### src/rtl/imem_loader_pkg.sv
// Shared types and constants for the instruction-memory boot loader.
// Build option: IMEM_LOADER_CHECKSUM_EN adds the CHK state.
package imem_loader_pkg;

    localparam int unsigned HDR_LEN        = 2;
    localparam int unsigned BYTES_PER_WORD = 4;

    typedef enum logic [2:0] {
        IDLE   = 3'd0,
        LEN_HI = 3'd1,
        LEN_LO = 3'd2,
        DATA   = 3'd3,
`ifdef IMEM_LOADER_CHECKSUM_EN
        CHK    = 3'd4,
`endif
        RUN    = 3'd5,
        ERR    = 3'd6
    } state_t;

endpackage

### src/rtl/byte_packer.sv
// Packs a big-endian byte stream into 32-bit words; o_word_valid pulses
// for one cycle after the fourth byte, and o_word holds until the next word.
module byte_packer
    import imem_loader_pkg::*;
(
    input  logic        clk,
    input  logic        rst_n,
    input  logic        i_clear,
    input  logic        i_valid,
    input  logic [7:0]  i_byte,
    output logic        o_last,
    output logic        o_word_valid,
    output logic [31:0] o_word
);

    logic [1:0]  r_cnt;
    logic [23:0] r_shift;
    logic [31:0] r_word;
    logic        r_word_valid;

    assign o_last       = i_valid && (r_cnt == 2'(BYTES_PER_WORD - 1));
    assign o_word       = r_word;
    assign o_word_valid = r_word_valid;

    always_ff @(posedge clk or negedge rst_n) begin
        if (!rst_n) begin
            r_cnt        <= '0;
            r_shift      <= '0;
            r_word       <= '0;
            r_word_valid <= 1'b0;
        end else begin
            r_word_valid <= 1'b0;
            if (i_clear) begin
                r_cnt <= '0;
            end else if (i_valid) begin
                if (o_last) begin
                    r_word       <= {r_shift, i_byte};
                    r_word_valid <= 1'b1;
                    r_cnt        <= '0;
                end else begin
                    r_shift <= {r_shift[15:0], i_byte};
                    r_cnt   <= r_cnt + 2'd1;
                end
            end
        end
    end

endmodule

### src/rtl/imem_boot_loader.sv
// Boot loader: receives a length-prefixed program over a byte stream and
// writes it into instruction memory. Build option: IMEM_LOADER_CHECKSUM_EN.
module imem_boot_loader
    import imem_loader_pkg::*;
#(
    parameter int unsigned DEPTH  = 100,
    parameter int unsigned ADDR_W = 7
)(
    input  logic              clk,
    input  logic              rst_n,
    input  logic              start,
    input  logic [7:0]        rx_data,
    input  logic              rx_valid,
    output logic              rx_ready,
    output logic              mem_we,
    output logic [ADDR_W-1:0] mem_waddr,
    output logic [31:0]       mem_wdata,
    output logic              cpu_run,
    output logic              busy,
    output logic              error
);

    state_t            r_state;
    logic [7:0]        r_len_hi;
    logic [15:0]       r_len;
    logic [ADDR_W-1:0] r_wcnt;
    logic [ADDR_W-1:0] r_waddr;
    logic              r_cpu_run;
`ifdef IMEM_LOADER_CHECKSUM_EN
    logic [7:0]        r_xor;
`endif

    logic        w_active;
    logic        w_xfer;
    logic        w_clear;
    logic        w_pack_valid;
    logic        w_word_done;
    logic        w_last_word;
    logic [15:0] w_len;

`ifdef IMEM_LOADER_CHECKSUM_EN
    assign w_active = (r_state == LEN_HI) || (r_state == LEN_LO) ||
                      (r_state == DATA)   || (r_state == CHK);
`else
    assign w_active = (r_state == LEN_HI) || (r_state == LEN_LO) ||
                      (r_state == DATA);
`endif

    assign w_xfer       = rx_valid && w_active;
    assign w_clear      = start && ((r_state == IDLE) || (r_state == RUN) || (r_state == ERR));
    assign w_pack_valid = w_xfer && (r_state == DATA);
    assign w_len        = {r_len_hi, rx_data};
    assign w_last_word  = (16'(r_wcnt) == (r_len - 16'd1));

    assign rx_ready  = w_active;
    assign busy      = w_active;
    assign error     = (r_state == ERR);
    assign cpu_run   = r_cpu_run;
    assign mem_waddr = r_waddr;

    byte_packer u_packer (
        .clk          (clk),
        .rst_n        (rst_n),
        .i_clear      (w_clear),
        .i_valid      (w_pack_valid),
        .i_byte       (rx_data),
        .o_last       (w_word_done),
        .o_word_valid (mem_we),
        .o_word       (mem_wdata)
    );

    // The address is latched with the fourth byte so it lines up with the
    // packer's registered write strobe one cycle later.
    always_ff @(posedge clk or negedge rst_n) begin
        if (!rst_n) begin
            r_state   <= IDLE;
            r_len_hi  <= '0;
            r_len     <= '0;
            r_wcnt    <= '0;
            r_waddr   <= '0;
            r_cpu_run <= 1'b0;
`ifdef IMEM_LOADER_CHECKSUM_EN
            r_xor     <= '0;
`endif
        end else begin
            case (r_state)
                IDLE, RUN, ERR: begin
                    if (r_state == RUN)
                        r_cpu_run <= 1'b1;
                    if (start) begin
                        r_state   <= LEN_HI;
                        r_cpu_run <= 1'b0;
                        r_wcnt    <= '0;
`ifdef IMEM_LOADER_CHECKSUM_EN
                        r_xor     <= '0;
`endif
                    end
                end
                LEN_HI: begin
                    if (w_xfer) begin
                        r_len_hi <= rx_data;
                        r_state  <= LEN_LO;
                    end
                end
                LEN_LO: begin
                    if (w_xfer) begin
                        r_len <= w_len;
                        if ((w_len == 16'd0) || (w_len > 16'(DEPTH)))
                            r_state <= ERR;
                        else
                            r_state <= DATA;
                    end
                end
                DATA: begin
                    if (w_xfer) begin
`ifdef IMEM_LOADER_CHECKSUM_EN
                        r_xor <= r_xor ^ rx_data;
`endif
                        if (w_word_done) begin
                            r_waddr <= r_wcnt;
                            if (w_last_word) begin
`ifdef IMEM_LOADER_CHECKSUM_EN
                                r_state <= CHK;
`else
                                r_state <= RUN;
`endif
                            end else begin
                                r_wcnt <= r_wcnt + ADDR_W'(1);
                            end
                        end
                    end
                end
`ifdef IMEM_LOADER_CHECKSUM_EN
                CHK: begin
                    if (w_xfer)
                        r_state <= (rx_data == r_xor) ? RUN : ERR;
                end
`endif
                default: r_state <= IDLE;
            endcase
        end
    end

endmodule

### config.mk
export PLATFORM = sky130hd
export DESIGN_NAME = imem_boot_loader
export DESIGN_NICKNAME = d
export VERILOG_FILES = /design/src/rtl/imem_loader_pkg.sv /design/src/rtl/byte_packer.sv /design/src/rtl/imem_boot_loader.sv
export SDC_FILE = /design/constraint.sdc
export NUM_CORES = 1
export LEC_CHECK = 0
export ABC_CLOCK_PERIOD_IN_PS = 2680
export CAP_MARGIN = 0
export CORE_MARGIN = 2
export CORE_UTILIZATION = 25
export DETAILED_ROUTE_END_ITERATION = 7
export PLACE_DENSITY = 0.53
export SYNTH_ARGS = -nofsm -noshare
export SYNTH_HDL_FRONTEND = slang
export SYNTH_SLANG_ARGS = --single-unit
### constraint.sdc
create_clock -name clk -period 2.68 [get_ports clk]
set_clock_uncertainty 0.2 [all_clocks]
set_input_delay 0.268 -clock clk [delete_from_list [all_inputs] [get_ports clk]]
set_output_delay 0.268 -clock clk [all_outputs]
set_load 0.02 [all_outputs]
======== Word-level counts from Yosys, hierarchy flattened ========
Cells that the tools add are included.
cells by class
  bitwise operators ....................... 2
  add/subtract/negate cells ............... 3
  multiplexer cells ....................... 21
  reductions and logical operators ........ 23
  $lt $le $gt $ge ......................... 1
  equal/unequal tests ..................... 14
operators by type and width
  cell                     count
  $mux W7                  4
  $mux W3                  7
  $eq A7 B16 Y1            1
  $gt A16 B7 Y1 const B    1
  $logic_not A16 Y1        1
  $sub A16 B1 Y16 const B  1
  $pmux W7 S2              1
  $ne A2 B2 Y1 const B     6
  $pmux W3 S4              1
  $reduce_and A3 Y1        3
  $add A7 B1 Y7 const B    1
  $eq A3 B2 Y1 const B     2
  $eq A3 B3 Y1 const B     2
  $mux W2                  3
  $reduce_and A2 Y1        3
  $reduce_and A6 Y1        1
  $reduce_bool A2 Y1       3
  $logic_or A1 B1 Y1       5
  $mux W1                  5
  $reduce_and A5 Y1        1
  $logic_and A1 B1 Y1      4
  $eq A3 B1 Y1 const B     1
  $logic_not A3 Y1         1
  $reduce_or A3 Y1         1
  4 further kinds          5
storage, ports and cells
  input port bits ......................... 12
  output and inout bits ................... 44
  word-level logic and storage cells ...... 74
  flip-flop bits (word level) ............. 101

======== Logic depth before layout (Yosys ltp) ========
  depth after elaboration ................. 9
  depth in mapped cells ................... 10
  depth with buffers taken out ............ 9

======== Cells and area by module ========
A second synthesis with hierarchy kept.
second synthesis, totals
  cells, all modules ...................... 360
  area total of the unflattened synthesis .. 4,505.6 µm²
modules (own cells, without submodules)
  module            sequential area each (µm²)  area an instance (µm²)  cells each  instances
  imem_boot_loader  1,051.0                     2,273.4                 229         1
  byte_packer       1,476.4                     2,232.1                 131         1

======== Worst setup path before layout ========
Ideal clock, no wire load.
  kind .................................... reg-to-reg
  start ................................... reg r_len[0]
  end ..................................... reg r_wcnt[6]
  setup time .............................. 0.077 ns
  cell stages (with the launch flop) ...... 11
  required time ........................... 2.403 ns
  slack ................................... 0.303 ns
  arrival time ............................ 2.100 ns
  path through ............................ dfrtp_1 -> inv_1 -> ha_1 -> clkbuf_1 -> or2b_1 -> a21oi_1 -> a311oi_1 -> o2111ai_2 -> o211ai_2 -> or3_1 -> a21oi_1
on the way
  cells in the longest elaborated chain, start to end .. 4
ends and longest elaborated chain
  what                                RTL line                 source
  from (decl)                         imem_boot_loader.sv:25   logic [15:0] r_len;
  from (signal assigned)              imem_boot_loader.sv:107  r_len <= w_len;
  $sub A16 B1 Y16                     imem_boot_loader.sv:53   assign w_last_word = (16'(r_wcnt) == (r_len - 16'd1));
  $eq A7 B16 Y1                       imem_boot_loader.sv:53
  $ne A2 B2 Y1 (no source line)       -
  $reduce_and A5 Y1 (no source line)  -
  to (signal assigned)                imem_boot_loader.sv:128  r_wcnt <= r_wcnt + ADDR_W'(1);
  to (decl)                           imem_boot_loader.sv:26   logic [ADDR_W-1:0] r_wcnt;
No other way between the ends.
A chain may end at the register's enable or synchronous reset.

======== Worst setup path after layout ========
  start ................................... reg r_len[2]
  end ..................................... reg r_wcnt[6]
The elaborated chain is that of the path after synthesis.

==> metrics.cfg <==
[run_status]
outcome=complete, no violations

[sta]
hold_slack_ns=0.2690
period_needed_ns=2.464
setup_viol=0
max_freq_ghz=0.4059
slew_headroom_pct=53.56
fin_setup_tns_ns=0
slew_violations=0
rsz0062_at_grt=no
worst_pin_slew_ns=0.6966
period_share_pct=91.93
hold_violations=0

[yosys]
synth_top_cell_by_area=dfrtp_1
syn_area_mm2=0.004481
synth_edf_count=0
ys.flop_type=dfrtp_1
synth_most_common_cell=nand2_1
avgSynthCellArea_um2=10.52
synth_top_area_share_pct=56.41
synthCells=426
synthTopCellsByArea=dfrtp_1, nand2_1, mux2_2
syn-num-nets=441
ys_seq_area_share_pct=56.41
synth_seq_cells=101
yosys_warnings=0
async_flop_share_pct=100.0
synth_common_cells=nand2_1, dfrtp_1, mux2_2
ys_types=54

[routing]
top_layer=met4
routed_wl_mm=10.28
via_count=3259
vias_per_cell=4.539
wl_met3_um=400
wl_per_cell_um=14.31
drt-pass1-iter-count=4
dr.first_iter.drc_count=160
remaining_drc_errors=0
wl_met1_mm=5.058
ant_nets=0
dr_wl_met2_mm=4.725

[die]
initial_core_util_pct=25.73
rows=48
core_mm2=0.01742
ioPinCount=56
die_w_um=137.9
die_area_mm2=0.01901
die_h_um=137.9

[clocking]
cts_tree=done
cts_setup_buffers=0
clockBufferDepth=2
clock-sinks=101
clock-root-buffer=clkbuf_16
clkTransAtPathRegs_ns=0.07
clk_latency_ns=0.34
htree_num_levels=3
numCtsBuffers=9

[global_route]
grt_pass1_wl_mm=16.85
antenna_found_initial=0
grtUsageTotal_pct=11.34
grt_pass1_vias=3245
grt_max_degree=55
globalRouteOverflowTotal=0

[placement]
hpwlAfterDp_mm=7.163
dp.cells=701
gp_congestion=0.8183
io_buffers=55

[run]
cap_violations=0

[cells_and_area]
fillers=1770
fin_nets=503
syn2layout_area_growth_pct=26.72
regArea_mm2=0.002529
multiInputGateArea_mm2=0.001868
fin_cells=718
diodes=0
drive_gt1_share_pct=17.85
utilization_pct=32.60

[pwr]
leakagePower_nw=2.521
power.density_mw_per_mm2=1170
ir_drop_v=0.0004910
power_w=0.006644

[worst_setup_path]
setup.worst_path.end_class=flop
crit_arrival_ns=2.53
worstPathRequired_ns=2.75
worst_setup_path_start_kind=flop
cp_max_fo=9
crit_type=flop to flop

[min_path]
hold_class=flop to flop

## cell type report
| type | count | area share (%) |
|---|---|---|
| Clock inverter | 5 | 1.212 |
| Tap cell | 225 | 4.958 |
| Clock buffer | 11 | 4.099 |
| Timing Repair Buffer | 70 | 11.90 |
| Inverter | 6 | 0.3967 |
| Multi-Input combinational cell | 300 | 32.90 |
| Sequential cell | 101 | 44.54 |
## final timing paths
kind                                            from                   to  slack [ns]  cells after the start
worst max-delay path                        r_len[2]            r_wcnt[6]        0.22                      7
worst min-delay path            u_packer.r_shift[20]  u_packer.o_word[28]        0.27                      2
worst max register to register              r_len[2]            r_wcnt[6]        0.22                      7
worst min register to register  u_packer.r_shift[20]  u_packer.o_word[28]        0.27                      2
max in group asynchronous                      rst_n             r_len[0]        1.23                      3
min in group asynchronous                      rst_n   u_packer.o_word[1]        0.33                      2
## worst max-delay path, stage by stage (launching register included)
cell,delay (ns)
dfrtp_1,0.48
nor3_4,0.39
nand3_2,0.11
a31o_1,0.23
o211ai_2,0.28
o211ai_2,0.18
or3_1,0.37
a21oi_1,0.14
## metrics by stage
| step | instance area [um^2] | worst slack [ns] |
|---|---|---|
| after floorplan | 4481 | 0.3030 |
| after global placement | 5351 | 0.2197 |
| after detailed placement | 5351 | 0.1249 |
| after CTS | 5663 | 0.1144 |
| after global routing | 5678 | 0.05054 |
| final | 5678 | 0.2162 |
## registers in the layout, summed over array words and instances, names as in the netlist
signal / flops
r_wcnt: 7
r_len_hi: 8
u_packer.o_word: 32
mem_waddr: 7
cpu_run: 1
r_len: 16
u_packer.o_word_valid: 1
u_packer.r_cnt: 2
r_state: 3
u_packer.r_shift: 24
## where the power goes
group | total (W) | switching [W] | leakage, nW | internal, W
logic | 0.00259 | 0.00129 | 1.11 | 0.00130
registers | 0.00273 | 0.000551 | 1.27 | 0.00218
clock network | 0.00132 | 0.000580 | 0.144 | 0.000740
## per-layer routing
layer	up-vias	track usage, %
li1	1579	-
met1	1611	15.57
met2	60	17.68
met3	9	3.143
met4	0	2.891
met5	-	0
## cell families (layout without fill, tap and decap cells)
logic type,Yosys count,count (layout),share of synthesized area [%]
DFF,101,101,56.41
AOI/OAI and AO/OA,46,46,6.981
adders and majority gates,3,3,0.8378
muxes,46,46,11.51
and+or+nand+nor,199,199,20.83
buffers and inverters,25,92,2.262
xor gates and xnor gates,6,6,1.173
## layout by cell type (no fill, tap or decap), types with 2 or more instances in the layout
cell type	n
clkbuf_16	9
mux2i_1	2
a311oi_1	2
o211ai_1	2
or3_1	3
inv_1	5
mux2_2	44
nor4_1	2
buf_4	14
nor4b_1	2
nor3_1	5
inv_8	2
nand4_1	6
nand3_1	8
and3_1	3
o31ai_1	2
clkdlybuf4s50_1	54
dfrtp_1	100
o211ai_2	2
o2111ai_1	2
xnor2_1	2
nor2_1	9
xor2_1	4
nand2_1	134
or2_2	2
ha_1	2
and4_1	2
clkbuf_1	2
o21ai_1	2
a21oi_1	9
o21ai_0	15
nor2b_1	4
nand2b_1	3
and3b_1	3
## what timing repair did
action / 4_1_cts / 5_1_grt
hold endpoints to repair: 53 / 0
hold buffers: 1 / 0
gates resized for setup: 0 / 5
setup endpoints to repair: 0 / 5
Note: power is estimated with default switching activity, not from simulation.
